`config.mk`:
```
export PLATFORM = sky130hd
export DESIGN_NAME = alu_ctrl
export DESIGN_NICKNAME = d
export VERILOG_FILES = /design/src/rtl/arihant_pkg.sv /design/src/rtl/regfile4x8.sv /design/src/rtl/alu_ctrl.sv
export SDC_FILE = /design/constraint.sdc
export NUM_CORES = 1
export LEC_CHECK = 0
export ABC_AREA = 1
export CORE_MARGIN = 2
export CORE_UTILIZATION = 57
export DETAILED_ROUTE_END_ITERATION = 16
export GPL_ROUTABILITY_DRIVEN = 0
export PLACE_DENSITY_LB_ADDON = 0.1
export SYNTH_ARGS = -nofsm -noshare
export SYNTH_HDL_FRONTEND = slang
export SYNTH_SLANG_ARGS = --single-unit
```
`constraint.sdc`:
```
create_clock -name clk -period 3.25 [get_ports clk]
set_clock_uncertainty 0.05 [all_clocks]
set_input_delay 0.8125 -clock clk [delete_from_list [all_inputs] [get_ports clk]]
set_output_delay 0.8125 -clock clk [all_outputs]
set_load 0.05 [all_outputs]
```
`src/rtl/arihant_pkg.sv`:
```
// Shared definitions for the alu_ctrl sequencer: opcodes, instruction field
// positions, FSM encoding and opcode classification helpers.
package arihant_pkg;

    localparam int DW    = 8;
    localparam int RW    = 2;
    localparam int NREGS = 4;
    localparam int OPW   = 4;

    localparam logic [OPW-1:0] OP_ADD = 4'b0000;
    localparam logic [OPW-1:0] OP_SUB = 4'b0001;
    localparam logic [OPW-1:0] OP_AND = 4'b0010;
    localparam logic [OPW-1:0] OP_OR  = 4'b0011;
    localparam logic [OPW-1:0] OP_XOR = 4'b0100;
    localparam logic [OPW-1:0] OP_NOT = 4'b0101;
    localparam logic [OPW-1:0] OP_SLL = 4'b0110;
    localparam logic [OPW-1:0] OP_LDI = 4'b1000;

    localparam int OP_MSB  = 15;
    localparam int OP_LSB  = 12;
    localparam int RD_MSB  = 11;
    localparam int RD_LSB  = 10;
    localparam int RS1_MSB = 9;
    localparam int RS1_LSB = 8;
    localparam int RS2_MSB = 7;
    localparam int RS2_LSB = 6;
    localparam int IMM_MSB = 7;
    localparam int IMM_LSB = 0;

    typedef enum logic [1:0] {
        ST_IDLE = 2'd0,
        ST_EXEC = 2'd1,
        ST_DONE = 2'd2
    } state_e;

    function automatic logic is_alu_op(input logic [OPW-1:0] op);
        case (op)
            OP_ADD, OP_SUB, OP_AND, OP_OR, OP_XOR, OP_NOT, OP_SLL: return 1'b1;
            default: return 1'b0;
        endcase
    endfunction

    function automatic logic is_legal_op(input logic [OPW-1:0] op);
        return is_alu_op(op) || (op == OP_LDI);
    endfunction

endpackage

```
`src/rtl/regfile4x8.sv`:
```
// Four 8-bit registers: one synchronous write port, three combinational reads
// (two operand ports and a debug port).
module regfile4x8
    import arihant_pkg::*;
(
    input  logic          clk,
    input  logic          rst_n,
    input  logic          we,
    input  logic [RW-1:0] waddr,
    input  logic [DW-1:0] wdata,
    input  logic [RW-1:0] raddr_rs1,
    input  logic [RW-1:0] raddr_rs2,
    input  logic [RW-1:0] raddr_dbg,
    output logic [DW-1:0] rdata_rs1,
    output logic [DW-1:0] rdata_rs2,
    output logic [DW-1:0] rdata_dbg
);

    logic [DW-1:0] mem_q [NREGS];

    always_ff @(posedge clk or negedge rst_n) begin
        if (!rst_n) begin
            for (int i = 0; i < NREGS; i++) begin
                mem_q[i] <= '0;
            end
        end else if (we) begin
            mem_q[waddr] <= wdata;
        end
    end

    assign rdata_rs1 = mem_q[raddr_rs1];
    assign rdata_rs2 = mem_q[raddr_rs2];
    assign rdata_dbg = mem_q[raddr_dbg];

endmodule

```
`src/rtl/alu_ctrl.sv`:
```
// Three-state instruction sequencer feeding an external 8-bit ALU and writing
// its result and flags back into a 4x8 register file.
module alu_ctrl
    import arihant_pkg::*;
(
    input  logic           clk,
    input  logic           rst_n,
    input  logic           instr_valid,
    output logic           instr_ready,
    input  logic [15:0]    instr,
    output logic [DW-1:0]  alu_a,
    output logic [DW-1:0]  alu_b,
    output logic [OPW-1:0] alu_op,
    input  logic [DW-1:0]  alu_result,
    input  logic           alu_zero,
    input  logic           alu_carry,
    input  logic [RW-1:0]  dbg_sel,
    output logic [DW-1:0]  dbg_data,
    output logic           flag_z,
    output logic           flag_c,
    output logic           done,
    output logic           err
);

    state_e         state_q;
    logic [OPW-1:0] op_q;
    logic [RW-1:0]  rd_q;
    logic [DW-1:0]  imm_q;
    logic [DW-1:0]  alu_a_q, alu_b_q;
    logic [OPW-1:0] alu_op_q;
    logic           flag_z_q, flag_c_q, done_q, err_q;

    logic [OPW-1:0] instr_op;
    logic [DW-1:0]  rs1_data, rs2_data;
    logic           wr_en;
    logic [DW-1:0]  wr_data;

    assign instr_op = instr[OP_MSB:OP_LSB];

    // Writeback happens on the edge that leaves EXEC; illegal ops never write.
    assign wr_en   = (state_q == ST_EXEC) && is_legal_op(op_q);
    assign wr_data = (op_q == OP_LDI) ? imm_q : alu_result;

    regfile4x8 u_regfile (
        .clk       (clk),
        .rst_n     (rst_n),
        .we        (wr_en),
        .waddr     (rd_q),
        .wdata     (wr_data),
        .raddr_rs1 (instr[RS1_MSB:RS1_LSB]),
        .raddr_rs2 (instr[RS2_MSB:RS2_LSB]),
        .raddr_dbg (dbg_sel),
        .rdata_rs1 (rs1_data),
        .rdata_rs2 (rs2_data),
        .rdata_dbg (dbg_data)
    );

    always_ff @(posedge clk or negedge rst_n) begin
        if (!rst_n) begin
            state_q  <= ST_IDLE;
            op_q     <= OP_ADD;
            rd_q     <= '0;
            imm_q    <= '0;
            alu_a_q  <= '0;
            alu_b_q  <= '0;
            alu_op_q <= OP_ADD;
            flag_z_q <= 1'b0;
            flag_c_q <= 1'b0;
            done_q   <= 1'b0;
            err_q    <= 1'b0;
        end else begin
            case (state_q)
                ST_IDLE: begin
                    if (instr_valid) begin
                        op_q  <= instr_op;
                        rd_q  <= instr[RD_MSB:RD_LSB];
                        imm_q <= instr[IMM_MSB:IMM_LSB];
                        if (is_alu_op(instr_op)) begin
                            alu_a_q  <= rs1_data;
                            alu_b_q  <= rs2_data;
                            alu_op_q <= instr_op;
                        end
                        state_q <= ST_EXEC;
                    end
                end
                ST_EXEC: begin
                    if (is_alu_op(op_q)) begin
                        flag_z_q <= alu_zero;
                        flag_c_q <= alu_carry;
                    end
                    done_q  <= 1'b1;
                    err_q   <= !is_legal_op(op_q);
                    state_q <= ST_DONE;
                end
                ST_DONE: begin
                    done_q  <= 1'b0;
                    err_q   <= 1'b0;
                    state_q <= ST_IDLE;
                end
                default: state_q <= ST_IDLE;
            endcase
        end
    end

    assign instr_ready = (state_q == ST_IDLE);
    assign alu_a       = alu_a_q;
    assign alu_b       = alu_b_q;
    assign alu_op      = alu_op_q;
    assign flag_z      = flag_z_q;
    assign flag_c      = flag_c_q;
    assign done        = done_q;
    assign err         = err_q;

endmodule

```
# Yosys cells after proc, flatten, opt, wreduce, memory -nomap -nowiden
# Index checks and enable logic that the tools add are counted.
dict set report totals {
  register_bits 72
  input_bits 31
  out_inout_bits 33
}
dict set report classes {
  magnitude_cmp 5
  eq_ne 16
  n_mux 22
  bitwise_logic 4
  n_reduce_logical 14
}
# op count
set op_table {}
lappend op_table {{$mux 8} 8}
lappend op_table {{$bmux 8 s2} 3}
lappend op_table {{$bwmux 32} 1}
lappend op_table {{$eq 4x3->1 const B} 6}
lappend op_table {{$demux 8 s2} 1}
lappend op_table {{$eq 4x2->1 const B} 4}
lappend op_table {{$reduce_or 7->1} 2}
lappend op_table {{$ge 3x3->1 const B} 4}
lappend op_table {{$not 2->3} 4}
lappend op_table {{$eq 4x1->1 const B} 2}
lappend op_table {{$logic_not 4->1} 2}
lappend op_table {{$mux 1} 5}
lappend op_table {{$eq 4x4->1 const B} 1}
lappend op_table {{$pmux 1 s2} 2}
lappend op_table {{$pmux 2 s2} 1}
lappend op_table {{$reduce_and 2->1} 2}
lappend op_table {{$lt 3x1->1 const B} 1}
lappend op_table {{$reduce_and 3->1} 1}
lappend op_table {{$eq 2x1->1 const B} 1}
lappend op_table {{$eq 2x2->1 const B} 1}
lappend op_table {{$logic_and 1x1->1} 2}
lappend op_table {{$logic_not 2->1} 1}
lappend op_table {{$logic_or 1x1->1} 2}
lappend op_table {{$mux 2} 1}
lappend op_table {{other kinds (3)} 3}

# Longest topological paths before layout
# Gate-level depths: netlist (run 1).
dict set report depth {
  depth_word 7
  depth_mapped 9
  ltp_nobuf 8
}

# By module
# A second synthesis (run 1) with hierarchy kept.
dict set report unflattened {
  hier_cells 566
  area_unflattened_um2 4091.4
}
# mod instances cells_per_inst area_per_inst_um2 seq_area_each_um2
set by_module_without_submodules {}
lappend by_module_without_submodules {regfile4x8 1 359 2316.0 800.8}
lappend by_module_without_submodules {alu_ctrl 1 207 1775.5 1001.0}

# Worst setup path before layout (run 1)
# No wires, ideal clock.
dict set report synth_path {
  path_type {input-to-output}
  start {input port dbg_sel[0]}
  end {output port dbg_data[5]}
  arrival_ns 2.129
  required_time_ns 2.388
  setup_slack_ns 0.258
  stages 6
  n_path_buf 2
  cell_sequence {buf_2 -> inv_2 -> buf_2 -> o21ai_1 -> a21oi_1 -> a21oi_1}
}
dict set report synth_via {
  elab_chain_len 4
}
# item line
set synth_lines {}
lappend synth_lines {{from (decl)} alu_ctrl.sv:17} ;# input logic [RW-1:0] dbg_sel,
lappend synth_lines {{$not 2->3 (implied by the code)} regfile4x8.sv:33} ;# assign rdata_dbg = mem_q[raddr_dbg];
lappend synth_lines {{$bmux 8 s2} regfile4x8.sv:33}
lappend synth_lines {{$mux 8 (implied by the code) (2 in a row)} regfile4x8.sv:33}
lappend synth_lines {{to (decl)} alu_ctrl.sv:18} ;# output logic [DW-1:0] dbg_data,
# No other way between the ends. The select of a mux whose other input is x is not followed.

# Worst setup path after layout (run 1)
dict set report layout_path {
  start {input port dbg_sel[0]}
  end {output port dbg_data[7]}
}
# Same word-level chain as after synthesis.

==> metrics.md, run 1 <==
| Metric | Value |
|---|---|
| Via count of the first global-routing pass | `2949` |
| Status | `finished, final reports clean` |
| Final WL | `8300 µm` |
| Clock Path Buffers | `2` |
| Syn Area/Cell | `8.32 µm²` |
| Leak | `0.00214 µW` |
| Largest family of logic cells by synthesized area | `compound AO/OA/AOI/OAI gates` |
| CP endpoint kind | `output pin` |
| Total die area | `7260 µm²` |
| First-pass DRT Iterations | `5` |
| Final Cell Area | `4640 µm²` |
| CP Max Fanout | `24` |
| Post-synthesis adder-cell area fraction | `0.00998` |
| Hold crit path type | `reg2reg` |
| Minimum clock period | `3.16 ns` |
| GRT Util Overall | `0.244` |
| Worst Tran Pin Value | `0.880 ns` |
| Synth Area in Compound Gates | `0.243` |
| Crit path arrival time | `2.29 ns` |
| Antenna cells | `0` |
| Via Count | `3276` |
| Post-synth top area share | `0.479` |
| PwrDens | `1050 nW/µm²` |
| Synth Area in XOR/XNOR | `0` |
| CP startpoint kind | `input pin` |
| Port Buffers | `63` |
| F_max | `317 MHz` |
| Post-route DRC | `0` |
| Clock tree from TritonCTS | `yes` |
| Fin Hold WS | `0.438 ns` |
| Die W | `85.2 µm` |
| Post-CTS sizing | `0` |
| Antenna viol nets, final | `0` |
| CTS Buf Count | `9` |
| Area growth, synth to finish | `23.5%` |
| Post-Syn Nets | `486` |
| Reg2Reg Depth | `8` |
| Ports | `64` |
| Htree depth | `3` |
| Yosys reg bits | `72` |
| Synth Warn # | `0` |
| Hold Vio Cnt, Final | `0` |
| Final Max Tran Viols | `0` |
| First-pass GRT wire length | `14300 µm` |
| Clk root buf | `clkbuf_8` |
| FP Rows | `29` |
| Max-Cap Viols | `0` |
| Final Cycle Share | `0.971` |
| Setup_tns | `0 ns` |
| Multiplexer share of the synthesized area | `0` |
| Placed Instance Area | `4470 µm²` |
| Post-synth cell types | `22` |
| Post-synthesis cell area | `3760 µm²` |
| DP HPWL | `5980 µm` |
| CP Class | `in2out` |
| Share of cells above drive strength 1 | `0.163` |
| Nets | `545` |
| Reg2Reg Launch Point | `state_q[0]` |
| Synth Instances | `452` |
| Postcts setup bufs | `0` |
| CTS Sinks | `72` |
| Synth area leader | `dfrtp_1` |
| Die height | `85.2 µm` |
| Peak supply drop | `785 µV` |
| Violation count after the first detailed-route iteration | `254` |
| WP data required | `2.39 ns` |
| Worst-path clk slew | `0.07 ns` |
| Initial antenna violation count | `0` |
| Worst min-delay path endpoint | `u_regfile.mem_q[19]` |
| Largest net degree at the start of global routing | `73` |
| Synth top area cells | `dfrtp_1, o21ai_2, nand2_1` |
| Clock Latency Late Sink | `0.34 ns` |
| Unrepaired setup endpoints after global routing | `false` |
| Hold-fix buffers, CTS | `0` |
| Global route overflow | `0` |
| Critical R2R Capture | `alu_a[0]` |
| Final Setup Violations | `0` |
| Synth Area in Simple Gates | `0.195` |
| FF-to-FF setup slack | `1.32 ns` |
| Via density | `5.52` |
| Sequential area share after synthesis | `0.479` |
| Initial core utilization | `0.592` |
| Slew HR | `0.413` |
| Drt wl/cell | `14.0 µm` |
| Total core area | `6350 µm²` |
| Hold Path Stages | `2` |
| Hold path startpoint | `u_regfile.mem_q[19]` |
[Yosys cell counts]
master,n
o22ai_1,1
nand2_8,1
o21ai_0,42
o21ai_2,40
ha_1,3
nand2_1,84
buf_1,1
buf_6,6
nand3_1,3
inv_2,4
inv_1,34
dfrtp_1,72
nand2_4,1
nor2_2,1
nor2_1,68
buf_2,9
o21ai_1,12
nand3_4,4
clkbuf_1,4
nor2_4,2
a21oi_1,57
nand2_2,3
[cells in the final DEF (no fill, tap or decap), types with 3 or more instances in the layout]
| cell type | synthesis | final |
|---|---|---|
| o21ai_0 | 42 | 42 |
| clkbuf_8 | 0 | 10 |
| a21oi_1 | 57 | 57 |
| inv_1 | 34 | 34 |
| inv_2 | 4 | 4 |
| nand2_2 | 3 | 3 |
| ha_1 | 3 | 3 |
| buf_4 | 0 | 5 |
| nand2_1 | 84 | 84 |
| buf_12 | 0 | 8 |
| nand3_4 | 4 | 4 |
| nand3_1 | 3 | 3 |
| nor2_1 | 68 | 68 |
| o21ai_1 | 12 | 12 |
| o21ai_2 | 40 | 40 |
| clkdlybuf4s50_1 | 0 | 54 |
| dfrtp_1 | 72 | 72 |
[per-layer routing]
metal / vias to the layer above / track usage / part of all wire
li1: 1610 / - / -
met1: 1496 / 0.371 / 0.46
met2: 158 / 0.355 / 0.44
met3: 12 / 0.0438 / 0.082
met4: 0 / 0.0823 / 0.017
met5: - / 0 / 0
[worst max-delay path by stage]
stage	start	end	slack (ns)	depth (start not counted)
5_1_grt	dbg_sel[0]	dbg_data[2]	0.06	6
2_1_floorplan	dbg_sel[0]	dbg_data[5]	0.26	6
3_5_place_dp	dbg_sel[0]	dbg_data[7]	0.12	6
4_1_cts	dbg_sel[0]	dbg_data[7]	0.12	6
6_report	dbg_sel[0]	dbg_data[7]	0.09	6
3_3_place_gp	dbg_sel[0]	dbg_data[7]	0.22	6
[flip-flops by register name (all words and copies together) (netlist names)]
| register | flops |
|---|---|
| u_regfile.mem_q | 32 |
| alu_a | 8 |
| alu_b | 8 |
| imm_q | 8 |
| alu_op | 4 |
| op_q | 4 |
| rd_q | 2 |
| state_q | 2 |
| done | 1 |
| err | 1 |
| flag_c | 1 |
| flag_z | 1 |
[area by class of cell]
cell class	count	area, µm²
sequential	72	1800
clock buffer	12	145
clock inverter	4	30.0
fill	492	1710
inverter	38	143
multi-input combinational	322	1680
tap	77	96.3
timing repair buffer	68	743
[cell families after synthesis]
logic type               Yosys count
AND/OR/NAND/NOR                  167
flip-flops                        72
buffers and inverters             58
AO/OA/AOI/OAI                    152
adder cells (fa/ha/maj)            3
[worst max-delay path: stages]
cell and delay (ns):
clkdlybuf4s50_1 0.49, inv_2 0.17, o21ai_0 0.23, a21oi_1 0.07, a21oi_1 0.33, buf_12 0.19
[power by group]
part,switching [µW],total [µW],internal (µW),leakage (µW)
Sequential,370,1710,1340,0.000840
Clock,341,641,300,0.0000866
Combinational,1630,2510,886,0.00121
Total,2340,4870,2530,0.00214
[per-stage QoR]
| stage | utilization | std cells | total power, µW | setup WS, ns |
|---|---|---|---|---|
| final | 0.731 | 593 | 4870 | 0.0940 |
| after global routing | 0.731 | 593 | 5180 | 0.0638 |
| after CTS | 0.731 | 593 | 4880 | 0.116 |
| after detailed placement | 0.704 | 577 | 4230 | 0.124 |
| after global placement | 0.704 | 577 | 4150 | 0.217 |
| after floorplan | - | 452 | 3450 | 0.258 |
(Power assumes the default switching activity.)
==> run 2, diff against run 1 <==
--- a/config.mk
+++ b/config.mk
@@ -7,8 +7,9 @@
 export LEC_CHECK = 0
 export ABC_AREA = 1
 export CORE_MARGIN = 2
-export CORE_UTILIZATION = 57
+export CORE_UTILIZATION = 62
 export DETAILED_ROUTE_END_ITERATION = 16
+export DONT_BUFFER_PORTS = 1
 export GPL_ROUTABILITY_DRIVEN = 0
 export PLACE_DENSITY_LB_ADDON = 0.1
 export SYNTH_ARGS = -nofsm -noshare
==> run 2 against run 1 <==
  * Flip-flop and latch count unchanged
  * Combinational power decreased by 39%
  * Maximum frequency increased by 23%
  * Via count decreased by 8.7%
  * Routed wire length decreased by 5.7%
  * Hold slack got worse by 0.34 ns
  * Utilization decreased by 6.1 points
==> metrics.md, run 2 (synthesis gave the netlist of run 1 again) <==
| Metric | Value |
|---|---|
| Die height | `81.9 µm (was 85.2 µm)` |
| Reg2Reg Launch Point | `state_q[0] (unchanged)` |
| FF-to-FF setup slack | `0.69 ns (was 1.32 ns)` |
| Combinational power share | `0.349 (was 0.517)` |
| Final WL | `7830 µm (was 8300 µm)` |
| Max reg flops | `32 (unchanged)` |
| Post-route DRC | `0 (unchanged)` |
| Leak | `0.00185 µW (was 0.00214 µW)` |
| Via Count | `2991 (was 3276)` |
| Area growth, synth to finish | `4.99% (was 23.5%)` |
| Worst Tran Pin Value | `0.568 ns (was 0.880 ns)` |
| Initial core utilization | `0.639 (was 0.592)` |
| Nets | `485 (was 545)` |
| First-pass DRT Iterations | `5 (unchanged)` |
| Share of cells above drive strength 1 | `0.171 (was 0.163)` |
| FP Rows | `28 (was 29)` |
| CTS Buf Count | `9 (unchanged)` |
| Antenna viol nets, final | `0 (unchanged)` |
| WP data required | `3.47 ns (was 2.39 ns)` |
| Initial antenna violation count | `0 (unchanged)` |
| Clock share of power | `0.141 (was 0.132)` |
| Switch share | `0.512 (was 0.481)` |
| CP endpoint kind | `register (was output pin)` |
| Status | `finished, final reports clean (unchanged)` |
| Hold Vio Cnt, Final | `0 (unchanged)` |
| Final Cycle Share | `0.788 (was 0.971)` |
| Worst-path clk slew | `0.08 ns (was 0.07 ns)` |
| Violation count after the first detailed-route iteration | `311 (was 254)` |
| Global route overflow | `0 (unchanged)` |
| Ports | `64 (unchanged)` |
| CP startpoint kind | `register (was input pin)` |
| Minimum clock period | `2.56 ns (was 3.16 ns)` |
| Clock tree from TritonCTS | `yes (unchanged)` |
| F_max | `391 MHz (was 317 MHz)` |
| Most common cell after layout, fill and taps aside | `nand2_1 (unchanged)` |
| GRT Util Overall | `0.259 (was 0.244)` |
| Drt wl/cell | `14.7 µm (was 14.0 µm)` |
| Placed Instance Area | `3780 µm² (was 4470 µm²)` |
| Htree depth | `3 (unchanged)` |
| Part of the power in registers | `0.510 (was 0.352)` |
| Largest net degree at the start of global routing | `73 (unchanged)` |
| DP HPWL | `5490 µm (was 5980 µm)` |
| CP Max Fanout | `23 (was 24)` |
| Total core area | `5890 µm² (was 6350 µm²)` |
| Setup_tns | `0 ns (unchanged)` |
| Int Pwr | `2130 µW (was 2530 µW)` |
| CTS Sinks | `72 (unchanged)` |
| Via density | `5.63 (was 5.52)` |
| Largest Register | `u_regfile.mem_q (unchanged)` |
| Register area | `1800 µm² (unchanged)` |
| Peak supply drop | `671 µV (was 785 µV)` |
| Total die area | `6700 µm² (was 7260 µm²)` |
| Unrepaired setup endpoints after global routing | `false (unchanged)` |
| Postcts setup bufs | `0 (unchanged)` |
| Final Max Tran Viols | `0 (unchanged)` |
| Clock Latency Late Sink | `0.35 ns (was 0.34 ns)` |
| Clock Path Buffers | `2 (unchanged)` |
| Critical R2R Capture | `alu_a[3] (was alu_a[0])` |
| Commonest non-fill, non-tap cells in the layout | `nand2_1, dfrtp_1, nor2_1, a21oi_1, o21ai_0 (was nand2_1, dfrtp_1, nor2_1, a21oi_1, clkdlybuf4s50_1)` |
| Area of the multi-input gates | `1680 µm² (unchanged)` |
| Hold-fix buffers, CTS | `0 (unchanged)` |
| Post-CTS sizing | `0 (unchanged)` |
| Max-Cap Viols | `0 (unchanged)` |
| Slew HR | `0.622 (was 0.413)` |
| Hold crit path type | `in2async (was reg2reg)` |
| Final Cell Area | `3950 µm² (was 4640 µm²)` |
| CP Class | `reg2reg (was in2out)` |
| Die W | `81.9 µm (was 85.2 µm)` |
| Clk root buf | `clkbuf_8 (unchanged)` |
| Crit path arrival time | `2.78 ns (was 2.29 ns)` |
| Reg2Reg Depth | `8 (unchanged)` |
| Fill cells | `509 (was 492)` |
| Net Sw Power | `2240 µW (was 2340 µW)` |
| First-pass GRT wire length | `13100 µm (was 14300 µm)` |
| Final Setup Violations | `0 (unchanged)` |
| Via count of the first global-routing pass | `2745 (was 2949)` |
| Port Buffers | `0 (was 63)` |
| PwrDens | `1110 nW/µm² (was 1050 nW/µm²)` |
| Antenna cells | `0 (unchanged)` |
==> run 2: changes by cell type in the layout (fill, tap and decap cells not counted), sizes merged <==
cell	delta
buf	-6
clkbuf	-1
clkdlybuf4s50	-54
clkinvlp	+1
==> run 2: cell type report <==
type,count,area share
flip-flops and latches,72,0.456
multi-input cells,322,0.427
inverters,38,0.0361
clock buffers,11,0.0333
well taps,75,0.0238
repair buffers,8,0.0152
clock inverters,5,0.00856
==> run 2: worst max path at each step <==
stage,from,endpoint
floorplan,dbg_sel[0],dbg_data[5]
global placement,dbg_sel[1],dbg_data[7]
finish,state_q[0],alu_a[3]
CTS,state_q[0],alu_a[5]
detailed placement,state_q[0],alu_a[5]
global route,state_q[0],alu_b[4]
==> run 2: worst max-delay path, stage by stage, from the launching register on <==
cell     delay, ns
dfrtp_1       0.39
inv_1         0.10
ha_1          0.53
nand2_2       0.36
nor2_2        0.23
nand2_2       0.27
inv_2         0.33
nor2_1        0.08
a21oi_1       0.15
==> run 2: per-layer routing <==
layer,up-vias,part of all wire,global-route usage
li1,1483,-,-
met1,1370,0.49,0.387
met2,127,0.42,0.372
met3,11,0.081,0.0516
met4,0,0.015,0.0950
met5,-,0,0
==> run 2: power by group through the flow <==
stage                     registers [µW]  logic, µW  clock network (µW)
after floorplan                     2130       1320                   0
after global placement              2220       1480                   0
after detailed placement            2240       1520                   0
after CTS                           2220       1530                 627
after global routing                2300       1730                 679
final                               2230       1530                 618
==> run 2: metrics by stage <==
step / setup WS, ns / hold WS [ns] / power, µW / utilization / instances
global placement: 0.773 / 0.416 / 3690 / 0.643 / 515
CTS: 0.674 / 0.0920 / 4390 / 0.671 / 531
floorplan: 0.258 / 0.405 / 3450 / - / 452
finish: 0.690 / 0.0974 / 4370 / 0.671 / 531
detailed placement: 0.705 / 0.423 / 3770 / 0.643 / 515
global route: 0.402 / 0.0813 / 4700 / 0.671 / 531
==> variant 1 (settings of run 2) <==
Encoding of `state_e`: now one-hot (3 bits for 3 states).
--- a/src/rtl/arihant_pkg.sv
+++ b/src/rtl/arihant_pkg.sv
@@ -27,10 +27,10 @@
     localparam int IMM_MSB = 7;
     localparam int IMM_LSB = 0;
 
-    typedef enum logic [1:0] {
-        ST_IDLE = 2'd0,
-        ST_EXEC = 2'd1,
-        ST_DONE = 2'd2
+    typedef enum logic [2:0] {
+        ST_IDLE = 3'b001,
+        ST_EXEC = 3'b010,
+        ST_DONE = 3'b100
     } state_e;
 
     function automatic logic is_alu_op(input logic [OPW-1:0] op);
Function: no difference found for any inputs over 4 cycles, from zero or initial values and one cycle with rst_n low; so few cycles prove little.
==> variant 1 against run 2 <==
Area after synthesis up 1.4%. Synthesized cell count up 11%. Total power down 0.70%. Global-route usage up 3.2 points. Maximum frequency down 7.9%. Routed wire length up 15%. Register-to-register slack better by 0.51 ns. Cell area up 2.8%. Sequential cell count up 1. Worst setup slack worse by 0.22 ns. Cell count up 8.7%.
==> variant 1: results <==
{
  "cp_max_fo": 24,
  "internal-power_mw": 2.20,
  "cp.arrival_ns": 1.92,
  "grt_pass1_vias": 3156,
  "cts_resized": 0,
  "synth_flop_cell": "dfrtp_1",
  "via_per_inst": 5.69,
  "hp-class": "input port to asynchronous set/reset pin",
  "htreeDepth": 3,
  "numCtsBuffers": 9,
  "wirelength_um": 8990,
  "nets": 528,
  "yosysWarningCount": 0,
  "drtPass1Iterations": 5,
  "layout-drive-gt1-share_pct": 8.57,
  "peakVddDrop_uv": 655,
  "antenna_found_initial": 0,
  "clockBufferDepth": 2,
  "grt_max_degree": 74,
  "dp_hpwl_um": 6380,
  "drt_iter0_markers": 318,
  "clkLatencyLatePin_ns": 0.36,
  "synth_commonest_cells": "223 x nand2_1, 72 x dfrtp_1, 57 x nand3_1",
  "regMostFlops": "u_regfile.mem_q",
  "p_leak_nw": 2.06,
  "clk_pin_slew_ns": 0.09,
  "outcome": "completed",
  "slowest_stage": "inv_1",
  "largest_reg_flops": 32,
  "cts-root-buf": "clkbuf_8",
  "io_buffers": 0,
  "ys_types": 24,
  "slew_headroom_pct": 61.3,
  "n_antenna_cell": 0,
  "setup_viol": 0,
  "synth_area_leaders": "dfrtp_1 47%, nand2_1 22%, nand3_1 7.5%",
  "grt_pass1_wl_um": 14800,
  "synth-seq-area-share_pct": 47.9,
  "critPathMaxStageDelay_ns": 0.41,
  "synthArstFlopShare_pct": 100,
  "cts_setup_buffers": 0,
  "grt.total_usage_pct": 29.1
}
variant 1: final timing paths:
path                            start           to  slack [ns]  cells past startpoint
min                             rst_n     alu_b[5]        0.09                      0
min in group clk             imm_q[4]     imm_q[4]        0.43                      2
max reg2reg                state_q[0]     alu_b[3]        1.20                      7
max                        dbg_sel[0]  dbg_data[7]        0.47                      5
max in group asynchronous       rst_n   state_q[0]        2.88                      0
min reg2reg                  imm_q[4]     imm_q[4]        0.43                      2
variant 1: layout make-up:
cell class	instances	area [um^2]
Clock inverter	6	90.1
Tap cell	75	93.8
Sequential cell	73	1830
Multi-Input combinational cell	372	1720
Fill cell	486	1860
Timing Repair Buffer	9	67.6
Clock buffer	10	138
Inverter	32	121
variant 1: through the flow:
| stage | instance area [um^2] | instances | setup slack [ns] | power, mW |
|---|---|---|---|---|
| floorplan | 3810 | 500 | 0.208 | 3.20 |
| global placement | 3830 | 561 | 0.621 | 3.45 |
| detailed placement | 3830 | 561 | 0.531 | 3.53 |
| CTS | 4060 | 577 | 0.528 | 4.35 |
| global route | 4060 | 577 | 0.376 | 4.63 |
| finish | 4060 | 577 | 0.470 | 4.34 |
variant 1: layer usage:
| metal | vias up | part of all wire, % | GRT usage (%) | wire length [um] |
|---|---|---|---|---|
| li1 | 1630 | - | - | - |
| met1 | 1500 | 44 | 39.8 | 3960 |
| met2 | 134 | 47 | 45.4 | 4260 |
| met3 | 19 | 6.9 | 5.65 | 617 |
| met4 | 0 | 1.7 | 11.8 | 150 |
| met5 | - | 0 | 0 | 0 |
variant 1: worst max-delay path: cells and delay by family:
| family | cells | cell delay (ns) |
|---|---|---|
| buffers and inverters | 2 | 0.60 |
| AO/OA/AOI/OAI | 3 | 0.50 |
variant 1: logic make-up (layout without fill, tap and decap cells):
kind of cell | Yosys count | in the layout | synth area share (%)
compound gates | 75 | 75 | 12.0
buf+inv | 55 | 57 | 7.15
flops | 73 | 73 | 47.9
simple gates | 297 | 297 | 32.9
variant 1: power by group through the flow:
stage          Sequential, mW  Clock [mW]  Combinational [mW]
2_1_floorplan            2.09           0                1.11
3_3_place_gp             2.18           0                1.27
3_5_place_dp             2.21           0                1.32
4_1_cts                  2.19       0.821                1.33
5_1_grt                  2.26       0.864                1.51
6_report                 2.20       0.813                1.33
==> variant 2 (config.mk and constraints of run 2) <==
Without the edit above. Reset style: synchronous (`rst_n`), changed in 2 clocked blocks.
--- a/src/rtl/regfile4x8.sv
+++ b/src/rtl/regfile4x8.sv
@@ -18,7 +18,7 @@
 
     logic [DW-1:0] mem_q [NREGS];
 
-    always_ff @(posedge clk or negedge rst_n) begin
+    always_ff @(posedge clk) begin
         if (!rst_n) begin
             for (int i = 0; i < NREGS; i++) begin
                 mem_q[i] <= '0;
--- a/src/rtl/alu_ctrl.sv
+++ b/src/rtl/alu_ctrl.sv
@@ -55,7 +55,7 @@
         .rdata_dbg (dbg_data)
     );
 
-    always_ff @(posedge clk or negedge rst_n) begin
+    always_ff @(posedge clk) begin
         if (!rst_n) begin
             state_q  <= ST_IDLE;
             op_q     <= OP_ADD;
Formal check against the unedited RTL: differs if rst_n is asserted again (counterexample within 4 cycles, from zero or initial values and one cycle with rst_n low); with rst_n held inactive, the same outputs for 4 cycles.
==> variant 2 against run 2 <==
Area after synthesis decreased by 2.4%. Die area decreased by 2.3%. Sequential cell count unchanged. Routed wire length increased by 3.8%. Sequential share of layout area decreased by 0.090 points. Worst setup slack got worse by 0.17 ns. Cell area decreased by 2.0%. Critical endpoint is now dbg_data[7].
Power is not compared: it rests on default switching activity, and its combinational part moved more than twofold at a synthesized area within 25%.
==> variant 2: results <==
{
  "dp_hpwl_um": 5790,
  "grt_max_degree": 47,
  "synth_edf_count": 32,
  "gr-usage-met2_pct": 41.8,
  "grt_pass1_vias": 2673,
  "use_met1_pct": 32.5,
  "via_per_inst": 5.63,
  "outcome": "completed",
  "crit_type": "input port to output pin",
  "startpoint": "dbg_sel[0]",
  "synth_compound_area_share_pct": 20.3,
  "nets": 472,
  "dr_wl_met3_um": 598,
  "cp.arrival_ns": 1.87,
  "synth_flop_cell": "dfxtp_1",
  "synth-seq-area-share_pct": 48.0,
  "r2r-end": "u_regfile.mem_q[2][2]",
  "syn_nets": 480,
  "critPathMaxStageDelay_ns": 0.43,
  "cp_max_fo": 24,
  "avgRoutedWirePerCell_um": 15.7,
  "grt_pass1_wl_um": 12600,
  "ys_types": 27,
  "worst_pin_slew_ns": 0.603,
  "fillers": 497,
  "drt_iter0_markers": 287,
  "r2r-start": "rd_q[1]",
  "reg2reg_depth": 4,
  "grt.total_usage_pct": 25.8,
  "synth_adder_area_share_pct": 1.02
}
-- variant 2: layout make-up --
class                      instances  area [um^2]  area share, %
inverter                          41          154           3.98
tap                               75         93.8           2.43
clock buffer                      15          178           4.59
timing repair buffer               9         67.6           1.75
multi-input combinational        305         1610           41.7
sequential                        72         1760           45.6
-- variant 2: worst min-delay path, cell delays in order, from the launching register on --
cell and delay (ns):
dfxtp_1 0.31, inv_2 0.07, a21oi_1 0.06
-- variant 2: power by group --
| part | switching [mW] | internal [mW] | total, mW | leakage [nW] |
|---|---|---|---|---|
| Clock | 0.315 | 0.343 | 0.658 | 0.0889 |
| Sequential | 0.139 | 1.02 | 1.16 | 0.660 |
| Combinational | 0.235 | 0.102 | 0.337 | 0.827 |
| Total | 0.690 | 1.46 | 2.15 | 1.58 |
-- variant 2: cell families (layout without fill, tap and decap cells) --
logic type | Yosys count | count (layout)
buffers and inverters | 69 | 65
adders and majority gates | 3 | 3
and+or+nand+nor | 169 | 169
DFF | 72 | 72
AOI/OAI and AO/OA | 133 | 133
-- variant 2: through the flow --
stage                     utilization (%)  worst slack [ns]  std cells  instance area [um^2]
after floorplan                         -             0.208        446                  3670
after global placement               63.4             0.625        502                  3690
after detailed placement             63.4             0.562        502                  3690
after CTS                            66.5             0.559        517                  3870
after global routing                 66.5             0.395        517                  3870
final                                66.5             0.520        517                  3870
-- variant 2: how the worst min path moves through the flow --
stage	startpoint	endpoint	slack [ns]	cells past startpoint
detailed placement	op_q[3]	op_q[3]	0.43	2
CTS	op_q[3]	op_q[3]	0.44	2
finish	op_q[3]	op_q[3]	0.44	2
floorplan	op_q[3]	op_q[3]	0.41	2
global route	op_q[3]	op_q[3]	0.46	2
global placement	op_q[3]	op_q[3]	0.42	2
